==> src/rtl/expu_sum_acc_if.sv <==
// Handshake bundle between the exponential unit, the softmax denominator
// accumulator and the normalisation stage: an input beat channel (valid/ready
// with per-lane strobes and a last flag) and an output sum channel.
interface expu_sum_acc_if #(
  parameter int unsigned N_ROWS = 1,
  parameter int unsigned WIDTH  = 16,
  parameter int unsigned ACC_W  = 32
) ();

  // Input beat channel
  logic                      valid_i;
  logic                      ready_o;
  logic [N_ROWS-1:0]         strb_i;
  logic [N_ROWS*WIDTH-1:0]   op_i;
  logic                      last_i;

  // Output sum channel
  logic [ACC_W-1:0]          sum_o;
  logic                      sum_valid_o;
  logic                      sum_ready_i;

  // Producer of beats / consumer of sums
  modport master (
    output valid_i, strb_i, op_i, last_i, sum_ready_i,
    input  ready_o, sum_o, sum_valid_o
  );

  // The accumulator itself
  modport slave (
    input  valid_i, strb_i, op_i, last_i, sum_ready_i,
    output ready_o, sum_o, sum_valid_o
  );

endinterface

==> src/rtl/expu_sum_acc.sv <==
// Softmax denominator accumulator. Each strobed lane of a beat of non-negative
// floating-point exponentials is converted to unsigned fixed point (stage 1),
// the lanes are summed and accumulated across beats with saturation (stage 2),
// and the final sum is offered to the normalisation stage after a last beat.
//
// FPFORMAT codes: 0 = FP32, 1 = FP16, 2 = BF16 (the exponential unit's
// native input format, used by default).
module expu_sum_acc #(
  parameter int unsigned FPFORMAT = 2,
  parameter int unsigned N_ROWS   = 1,
  parameter int unsigned ACC_INT  = 16,
  parameter int unsigned ACC_FRAC = 16
) (
  input  logic              clk_i,
  input  logic              rst_ni,
  input  logic              clear_i,
  input  logic              enable_i,
  expu_sum_acc_if.slave     bus,
  output logic              overflow_o,
  output logic              busy_o
);

  localparam int unsigned EXP_BITS = (FPFORMAT == 32'd0) ? 32'd8  :
                                     (FPFORMAT == 32'd1) ? 32'd5  : 32'd8;
  localparam int unsigned MAN_BITS = (FPFORMAT == 32'd0) ? 32'd23 :
                                     (FPFORMAT == 32'd1) ? 32'd10 : 32'd7;
  localparam int unsigned WIDTH    = 32'd1 + EXP_BITS + MAN_BITS;
  localparam int unsigned BIAS     = (32'd1 << (EXP_BITS - 32'd1)) - 32'd1;
  localparam int unsigned ACC_W    = ACC_INT + ACC_FRAC;
  localparam int unsigned TREE_W   = ACC_W + $clog2(N_ROWS);

  typedef enum logic [1:0] {
    ST_ACCUM = 2'd0,
    ST_FLUSH = 2'd1,
    ST_DONE  = 2'd2
  } state_e;

  // Convert one lane to {overflow, fixed-point value}. Negative finite values
  // (including -inf) are invalid exponentials and count as zero without
  // flagging; inf, NaN and out-of-range magnitudes saturate and flag.
  function automatic logic [ACC_W:0] f_convert(
    input logic             strb,
    input logic [WIDTH-1:0] op
  );
    logic                s;
    logic [EXP_BITS-1:0] e;
    logic [MAN_BITS-1:0] m;
    logic [MAN_BITS:0]   mant;
    logic [ACC_W-1:0]    val;
    logic [ACC_W:0]      res;
    int                  k;
    s    = op[WIDTH-1];
    e    = op[WIDTH-2 -: EXP_BITS];
    m    = op[MAN_BITS-1:0];
    mant = {1'b1, m};
    val  = '0;
    k    = 0;
    if (!strb || (e == '0)) begin
      res = '0;
    end else if (e == '1) begin
      // NaN always flags; +inf flags; -inf is just a negative value
      if ((m != '0) || !s) begin
        res = {1'b1, {ACC_W{1'b1}}};
      end else begin
        res = '0;
      end
    end else if (s) begin
      res = '0;
    end else if ((int'(e) - int'(BIAS)) >= int'(ACC_INT)) begin
      res = {1'b1, {ACC_W{1'b1}}};
    end else begin
      // k is the left shift that places the hidden-one mantissa at its
      // fixed-point weight; negative k truncates fraction bits away.
      k = int'(e) - int'(BIAS) + int'(ACC_FRAC) - int'(MAN_BITS);
      if (k >= 0) begin
        val = ACC_W'(mant) << k;
      end else begin
        val = ACC_W'(mant >> (-k));
      end
      res = {1'b0, val};
    end
    return res;
  endfunction

  state_e            r_state;
  state_e            w_state_next;
  logic              w_ready;
  logic              w_accept;
  logic              w_handshake;

  logic [ACC_W-1:0]  w_conv [N_ROWS];
  logic              w_lane_ovf;

  logic [ACC_W-1:0]  r_s1_val [N_ROWS];
  logic              r_s1_valid;
  logic              r_s1_last;
  logic              r_s1_ovf;

  logic [TREE_W-1:0] w_tree;
  logic [TREE_W:0]   w_acc_sum;
  logic              w_sat;
  logic [ACC_W-1:0]  w_acc_next;

  logic [ACC_W-1:0]  r_acc;
  logic              r_ovf;

  assign w_ready     = enable_i & (r_state == ST_ACCUM);
  assign w_accept    = bus.valid_i & w_ready;
  assign w_handshake = enable_i & (r_state == ST_DONE) & bus.sum_ready_i;

  // Per-lane float-to-fixed conversion and OR of the lane overflow flags
  always_comb begin
    logic [ACC_W:0] w_res;
    w_lane_ovf = 1'b0;
    w_res      = '0;
    for (int i = 0; i < int'(N_ROWS); i++) begin
      w_res      = f_convert(bus.strb_i[i], bus.op_i[i*int'(WIDTH) +: WIDTH]);
      w_conv[i]  = w_res[ACC_W-1:0];
      w_lane_ovf = w_lane_ovf | w_res[ACC_W];
    end
  end

  // Next-state logic: finish a sum after its last beat reaches the accumulator
  always_comb begin
    w_state_next = r_state;
    case (r_state)
      ST_ACCUM: begin
        if (w_accept && bus.last_i) begin
          w_state_next = ST_FLUSH;
        end else begin
          w_state_next = ST_ACCUM;
        end
      end
      ST_FLUSH: begin
        if (enable_i && r_s1_valid && r_s1_last) begin
          w_state_next = ST_DONE;
        end else begin
          w_state_next = ST_FLUSH;
        end
      end
      ST_DONE: begin
        if (w_handshake) begin
          w_state_next = ST_ACCUM;
        end else begin
          w_state_next = ST_DONE;
        end
      end
      default: begin
        w_state_next = ST_ACCUM;
      end
    endcase
  end

  // State register; clear returns to ACCUM regardless of stall
  always_ff @(posedge clk_i or negedge rst_ni) begin
    if (!rst_ni) begin
      r_state <= ST_ACCUM;
    end else if (clear_i) begin
      r_state <= ST_ACCUM;
    end else begin
      r_state <= w_state_next;
    end
  end

  // Stage 1: capture converted lanes of an accepted beat; drop valid on idle
  always_ff @(posedge clk_i or negedge rst_ni) begin
    if (!rst_ni) begin
      for (int i = 0; i < int'(N_ROWS); i++) r_s1_val[i] <= '0;
      r_s1_valid <= 1'b0;
      r_s1_last  <= 1'b0;
      r_s1_ovf   <= 1'b0;
    end else if (clear_i) begin
      for (int i = 0; i < int'(N_ROWS); i++) r_s1_val[i] <= '0;
      r_s1_valid <= 1'b0;
      r_s1_last  <= 1'b0;
      r_s1_ovf   <= 1'b0;
    end else if (w_accept) begin
      for (int i = 0; i < int'(N_ROWS); i++) r_s1_val[i] <= w_conv[i];
      r_s1_valid <= 1'b1;
      r_s1_last  <= bus.last_i;
      r_s1_ovf   <= w_lane_ovf;
    end else if (enable_i) begin
      r_s1_valid <= 1'b0;
    end
  end

  // Lane adder tree, wide enough that it cannot wrap
  always_comb begin
    w_tree = '0;
    for (int i = 0; i < int'(N_ROWS); i++) begin
      w_tree = w_tree + TREE_W'(r_s1_val[i]);
    end
  end

  // Accumulate and saturate to the accumulator width
  always_comb begin
    w_acc_sum = (TREE_W + 1)'(r_acc) + (TREE_W + 1)'(w_tree);
    w_sat     = (w_acc_sum[TREE_W:ACC_W] != '0);
    if (w_sat) begin
      w_acc_next = {ACC_W{1'b1}};
    end else begin
      w_acc_next = w_acc_sum[ACC_W-1:0];
    end
  end

  // Stage 2: accumulator and sticky overflow, zeroed when the sum is taken
  always_ff @(posedge clk_i or negedge rst_ni) begin
    if (!rst_ni) begin
      r_acc <= '0;
      r_ovf <= 1'b0;
    end else if (clear_i) begin
      r_acc <= '0;
      r_ovf <= 1'b0;
    end else if (w_handshake) begin
      r_acc <= '0;
      r_ovf <= 1'b0;
    end else if (enable_i && r_s1_valid) begin
      r_acc <= w_acc_next;
      r_ovf <= r_ovf | r_s1_ovf | w_sat;
    end
  end

  assign bus.ready_o     = w_ready;
  assign bus.sum_o       = r_acc;
  assign bus.sum_valid_o = (r_state == ST_DONE);
  assign overflow_o      = r_ovf;
  assign busy_o          = r_s1_valid | (r_state != ST_ACCUM) | (r_acc != '0);

endmodule

==> src/flat_wrapper.sv <==
// flat-port wrapper written by rule: the top's interface ports become plain ports
module expu_sum_acc_flat 
#(
  parameter int unsigned FPFORMAT = 2,
  parameter int unsigned N_ROWS   = 1,
  parameter int unsigned ACC_INT  = 16,
  parameter int unsigned ACC_FRAC = 16
)
  (clk_i, rst_ni, clear_i, enable_i, overflow_o, busy_o, bus_valid_i, bus_strb_i, bus_op_i, bus_last_i, bus_sum_ready_i, bus_ready_o, bus_sum_o, bus_sum_valid_o);
  expu_sum_acc_if #(.N_ROWS(N_ROWS)) bus_i ();
  input  logic clk_i;
  input  logic rst_ni;
  input  logic clear_i;
  input  logic enable_i;
  output logic overflow_o;
  output logic busy_o;
  input wire logic [$bits(bus_i.valid_i)-1:0] bus_valid_i;
  input wire logic [$bits(bus_i.strb_i)-1:0] bus_strb_i;
  input wire logic [$bits(bus_i.op_i)-1:0] bus_op_i;
  input wire logic [$bits(bus_i.last_i)-1:0] bus_last_i;
  input wire logic [$bits(bus_i.sum_ready_i)-1:0] bus_sum_ready_i;
  output wire logic [$bits(bus_i.ready_o)-1:0] bus_ready_o;
  output wire logic [$bits(bus_i.sum_o)-1:0] bus_sum_o;
  output wire logic [$bits(bus_i.sum_valid_o)-1:0] bus_sum_valid_o;
  assign bus_i.valid_i = bus_valid_i;
  assign bus_i.strb_i = bus_strb_i;
  assign bus_i.op_i = bus_op_i;
  assign bus_i.last_i = bus_last_i;
  assign bus_i.sum_ready_i = bus_sum_ready_i;
  assign bus_ready_o = bus_i.ready_o;
  assign bus_sum_o = bus_i.sum_o;
  assign bus_sum_valid_o = bus_i.sum_valid_o;
  expu_sum_acc #(.FPFORMAT(FPFORMAT), .N_ROWS(N_ROWS), .ACC_INT(ACC_INT), .ACC_FRAC(ACC_FRAC)) u_core (.clk_i(clk_i), .rst_ni(rst_ni), .clear_i(clear_i), .enable_i(enable_i), .bus(bus_i), .overflow_o(overflow_o), .busy_o(busy_o));
endmodule
==> config.mk <==
export PLATFORM = sky130hd
export DESIGN_NAME = expu_sum_acc_flat
export DESIGN_NICKNAME = d
export VERILOG_FILES = /design/src/rtl/expu_sum_acc_if.sv /design/src/rtl/expu_sum_acc.sv /design/src/flat_wrapper.sv
export SDC_FILE = /design/constraint.sdc
export NUM_CORES = 1
export LEC_CHECK = 0
export BUFFER_PORTS_ARGS = -buffer_cell sky130_fd_sc_hd__buf_4
export CAP_MARGIN = 20
export CORE_UTILIZATION = 29
export CTS_BUF_LIST = sky130_fd_sc_hd__clkbuf_4 sky130_fd_sc_hd__clkbuf_8
export DETAILED_ROUTE_END_ITERATION = 10
export GPL_TIMING_DRIVEN = 0
export PLACE_DENSITY = 0.49
export SYNTH_ARGS = -nofsm -noshare
export SYNTH_HDL_FRONTEND = slang
export SYNTH_SLANG_ARGS = --single-unit
==> constraint.sdc <==
create_clock -name clk_i -period 3.55 [get_ports clk_i]
set_clock_uncertainty 0.05 [all_clocks]
set_input_delay 0.355 -clock clk_i [delete_from_list [all_inputs] [get_ports clk_i]]
set_output_delay 0.355 -clock clk_i [all_outputs]
set_load 0.05 [all_outputs]
# [Word-level counts from Yosys, hierarchy flattened]
# Index checks and enable logic that the tools add are counted.
[classes] n_addsub=5 magnitude_cmp=2 n_eq_ne=3 n_reduce_logical=15 n_bitwise=8 mux=27 shift=2
[op_table] op="$mux 32" n=7
[op_table] op="$mux 33" n=5
[op_table] op="$add 32x32->33" n=1
[op_table] op="$add 32x6->32 const B" n=1
[op_table] op="$ge 32x1->1 const B" n=1
[op_table] op="$ge 32x6->1 const B" n=1
[op_table] op="$neg 32->32" n=1
[op_table] op="$reduce_bool 32->1" n=1
[op_table] op="$shl 8x32->32" n=1
[op_table] op="$shr 8x32->32" n=1
[op_table] op="$sub 32x4->32 const B" n=1
[op_table] op="$mux 1" n=11
[op_table] op="$sub 8x7->9 const B" n=1
[op_table] op="$eq 8x8->1 const B" n=1
[op_table] op="$logic_not 8->1" n=1
[op_table] op="$reduce_bool 7->1" n=1
[op_table] op="$mux 2" n=3
[op_table] op="$pmux 2 s3" n=1
[op_table] op="$reduce_bool 3->1" n=2
[op_table] op="$and 1x1->1" n=4
[op_table] op="$or 1x1->1" n=4
[op_table] op="$reduce_bool 2->1" n=2
[op_table] op="$logic_and 1x1->1" n=3
[op_table] op="$eq 2x1->1 const B" n=1
[op_table] op="4 further kinds" n=6
[word_totals] word_cells=69 output_inout_bits=36 input_bits=24 regBits=70

# [Depth between registers and ports, before layout]
[logic_depth] ltp_word=12 ltp_mapped=21 ltp_nobuf=16

# [Worst setup path after synthesis]
# No wires, ideal clock.
[synth_path] kind="input -> register" start="in bus_op_i[7]" end="reg u_core.r_s1_val[1] (netlist bit)" setup_time_ns=0.067 t_arrival_ns=4.576 path_buffers=4 required_ns=3.433 stages=20 setup_slack_ns=-1.143 cell_sequence="clkbuf_1 clkbuf_1 inv_1 ha_1 buf_2 nor2b_1 buf_2 a2bb2oi_2 nor4_2 inv_1 ha_1 nand2_1 nor2_1 nand2_1 or3_1 a2111oi_4 xor2_1 nand4_1 nor4b_4 a41o_1"
[synth_between] elab_chain_cells=12 elab_cells_between_ends=18 classes_between="4 x add/sub; 2 x order compare; 1 x eq/ne; 2 x shift; 7 x mux; 2 x reduce/logical"
[synth_rtl] element="start, declared" line="flat_wrapper.sv:19" text="input wire logic [$bits(bus_i.op_i)-1:0] bus_op_i;"
[synth_rtl] element="$sub 8x7->9" line="expu_sum_acc.sv:69, expu_sum_acc.sv:74"
[synth_rtl] element="$add 32x6->32" line="expu_sum_acc.sv:74" text="k = int'(e) - int'(BIAS) + int'(ACC_FRAC) - int'(MAN_BITS);"
[synth_rtl] element="$sub 32x4->32" line="expu_sum_acc.sv:74"
[synth_rtl] element="$neg 32->32" line="expu_sum_acc.sv:78" text="val = ACC_W'(mant >> (-k));"
[synth_rtl] element="$shr 8x32->32" line="expu_sum_acc.sv:78"
[synth_rtl] element="$mux 32" line="expu_sum_acc.sv:75" text="if (k >= 0) begin"
[synth_rtl] element="$mux 33" line="expu_sum_acc.sv:69" text="end else if ((int'(e) - int'(BIAS)) >= int'(ACC_INT)) begin"
[synth_rtl] element="$mux 33" line="expu_sum_acc.sv:67" text="end else if (s) begin"
[synth_rtl] element="$mux 33" line="expu_sum_acc.sv:60" text="end else if (e == '1) begin"
[synth_rtl] element="$mux 33 *" line="expu_sum_acc.sv:58" text="if (!strb || (e == '0)) begin"
[synth_rtl] element="$mux 32 *" line="expu_sum_acc.sv:177" text="end else if (w_accept) begin"
[synth_rtl] element="$mux 32 *" line="expu_sum_acc.sv:172" text="end else if (clear_i) begin"
[synth_rtl] element="end, declared" line="expu_sum_acc.sv:94" text="logic [ACC_W-1:0] r_s1_val [N_ROWS];"
# Every way passes the cells marked *; elsewhere a longest branch is shown, timed or not. The select of a mux whose other input is x is not followed.
# A chain may end at the register's enable or synchronous reset.

# [Final worst setup path]
[layout_path] start="in bus_op_i[8]" end="reg u_core.r_s1_val[1] (netlist bit)"
# The elaborated chain is that of the path after synthesis.

==> metrics.txt <==
post-route ant nets 0; top cells by area, synth dfrtp_1 (27%), ha_1 (8.4%), o21ai_0 (5.6%), nand2_1 (5.6%), a21oi_1 (4.6%); GRT overflow 0; critical path startpoint category input pin; Slew @ Worst Pin 0.9286 ns; Worst VDD drop 109.2 uV; RSZ-0062 raised after global routing true; Post-Syn Area 0.006553 sq mm; Syn. warnings 0; slowest cell delay on critical path 0.42 ns; Synth Register Bits 70; cell depth of the worst flop-to-flop path 11; Async SR Flop Fraction 1.000; final setup margin -0.1804 ns; WL per Instance between 15 and 20 um; TritonCTS clock tree yes; setup TNS -2.460 ns; CP Cell Sequence buf_8, ha_4, nand4_1, xnor2_2, nand2_2, nor4_4, buf_4, inv_1, ha_4, nand2_4, nor3_4, o21ai_4, nor4_4, a32oi_2, a2111oi_4, nand4_1, nor4b_4, buf_6, a41o_1; Die ar. 0.02320 sq mm; leakage 3.825 nW; maximum clock frequency 268.1 MHz; via density per instance roughly 5.5; Register Area 0.001752 sq mm; WHS about 0.053 ns; filler instances 2311; Worst slew margin 0.3809; Hold Vio Cnt, Final 0; stages on the worst setup path 19; Distinct cells, synth 83; share of post-route cells with drive strength above 1 0.2442; Vias 6726; post-synth top area cell dfrtp_1; largest net degree at the start of global routing 71; wire length of the first global-routing pass 35.71 mm; type of the worst min-delay path in -> async; Critical Path RT 3.80 ns; commonest cells in the netlist nand2_1 (97), nor2_1 (79), o21ai_0 (73); initial DRC count 416; status complete, but fails checks; CTS Buf Count 9; Initial Util 0.2984; I/O pin total 60; Max Slew Vio Count 0; Slowest-stage cell, CP nor4_4; DP HPWL 16.94 mm; DRC errors left 8; post-route minimum period 3.730 ns; Post-Synthesis Cells 823; CP Capture Type flip-flop; crit path max fanout 8; final setup violating endpoints 25; Worst Path Buf+Inv 4; GP Congestion 0.8901; clock slew at reported path FFs 0.08 ns; Final period util 1.051; initial antenna violation count 0; Placement Cell Area 0.007432 sq mm; Area growth, synth to finish 31.39%; port buffer count 55; worst-case clock buffer depth 2; core area between 0.02 and 0.025 sq mm; # rows 54; Crit path arrival time 3.98 ns; share of the synthesized area in the top cell type 0.2673; Die Wd 152.3 um; vias in the first global route around 6300; Final nets between 1000 and 1500; final WL 22.70 mm; Antenna Cells 0; CTS HTree Levels 3; drt pass-1 iters 8; Cell Pwr Density 239.5 mW/mm^2; CP delay by family, top simple AND/OR/NAND/NOR gates; Worst Path Class, Setup in -> reg; Syn Area/Cell roughly 8 sq um; post-synth net total 892; post-synthesis sequential area ratio 0.2673; EDFF count, synth 0; max-cap violations 0; Clock Sinks 70; Multi-input gate area 0.005135 sq mm; Top FF cell, synth dfrtp_1; Root Buffer clkbuf_8; violated checks DRC, setup timing; cell area after layout around 0.0086 sq mm; Clock Latency Late Sink 0.37 ns; chip height 152.3 um; all-layer global routing usage 0.1942; count leader, synth nand2_1
[power breakdown]
| group | internal, mW | total [mW] | switching [mW] |
|---|---|---|---|
| sequential | 0.806 | 0.816 | 0.0103 |
| clock | 0.291 | 0.625 | 0.334 |
| combinational | 0.240 | 0.620 | 0.381 |
[through the flow]
stage	total power [mW]	worst slack [ns]	utilization	cells
CTS	2.010	-0.2403	0.3693	1197
detailed placement	1.327	-1.557	0.3385	1159
global route	2.169	-0.3325	0.3921	1226
global placement	1.327	-1.587	0.3383	1158
finish	2.062	-0.1804	0.3921	1226
floorplan	1.166	-0.4805	-	823
[per-layer routing]
metal  track usage  vias up  wire length [um]
met5             0        -                 0
met1        0.2684     3237             11060
li1              -     3330                 -
met2        0.3142      132             10560
met3       0.02986       27               695
met4       0.05102        0               388
[worst reg2reg max path, stage by stage, from the launching register on]
cell and delay [ns]:
dfrtp_1 0.43, nand4bb_1 0.29, a2111oi_0 0.37, buf_1 0.24, nand2_1 0.22, a211oi_1 0.68, and2_1 0.22, clkbuf_1 0.35
nand2_1 0.18, nor2_1 0.15, a221o_1 0.15, a21o_1 0.08
[final timing paths]
check	start	end	slack, ns
worst max-delay path	bus_op_i[8]	u_core.r_s1_val[1]$_DFFE_PN0P_	-0.18
worst min-delay path	rst_ni	u_core.bus.sum_o[4]$_DFFE_PN0P_	0.05
worst max register to register	u_core.r_state[0]$_DFF_PN0_	u_core.r_s1_val[4]$_DFFE_PN0P_	0.08
worst min register to register	u_core.r_s1_last$_DFFE_PN0P_	u_core.r_s1_last$_DFFE_PN0P_	0.48
max in group asynchronous	rst_ni	u_core.r_s1_val[4]$_DFFE_PN0P_	2.77
min in group clk_i	clear_i	u_core.r_s1_valid$_DFFE_PN0P_	0.17
[registers in the layout, summed over array words and instances, names as in the netlist]
register,flops
u_core.overflow_o,1
u_core.r_state,2
u_core.bus.sum_o,32
u_core.r_s1_valid,1
u_core.r_s1_val,32
u_core.r_s1_last,1
u_core.r_s1_ovf,1
[area by class of cell]
type                    instances  share of cell area
repair buffers                111              0.1027
inverters                      22             0.01017
plain buffers                  36             0.02500
well taps                     280             0.04069
flip-flops and latches         70              0.2035
clock inverters                 5            0.003924
clock buffers                  11             0.01758
multi-input cells             691              0.5964
[cell usage in the layout (no fill, tap or decap), types with 9 or more instances in the layout]
master	instances
buf_4	103
nand2_1	90
dfrtp_1	70
nor2_1	68
o21ai_0	64
a21oi_1	56
ha_1	33
nand3_1	24
clkbuf_1	23
xnor2_1	21
inv_1	19
a21o_1	19
a221o_1	18
nor3_1	17
xor2_1	14
nand4_1	13
nor4_1	12
ha_4	11
clkbuf_8	11
and3_1	10
a31oi_1	10
o211ai_1	10
nor2_4	9
and2_1	9
[kinds of logic (layout without fill, tap and decap cells)]
family,count (synthesis),after routing,share of synthesized area
buf+inv,62,185,0.03914
fa+ha+maj,45,45,0.08707
compound gates,268,268,0.2807
simple gates,326,326,0.2459
flops,70,70,0.2673
mux,11,11,0.01929
xor+xnor,41,41,0.06053
[timing repair]
action	4_1_cts	5_1_grt
gates resized for setup	81	47
hold buffers	0	0
setup buffers	24	31
pin swaps	27	46
endpoints found under the setup margin	65	64
No activity file was read; power rests on OpenSTA's default activity.
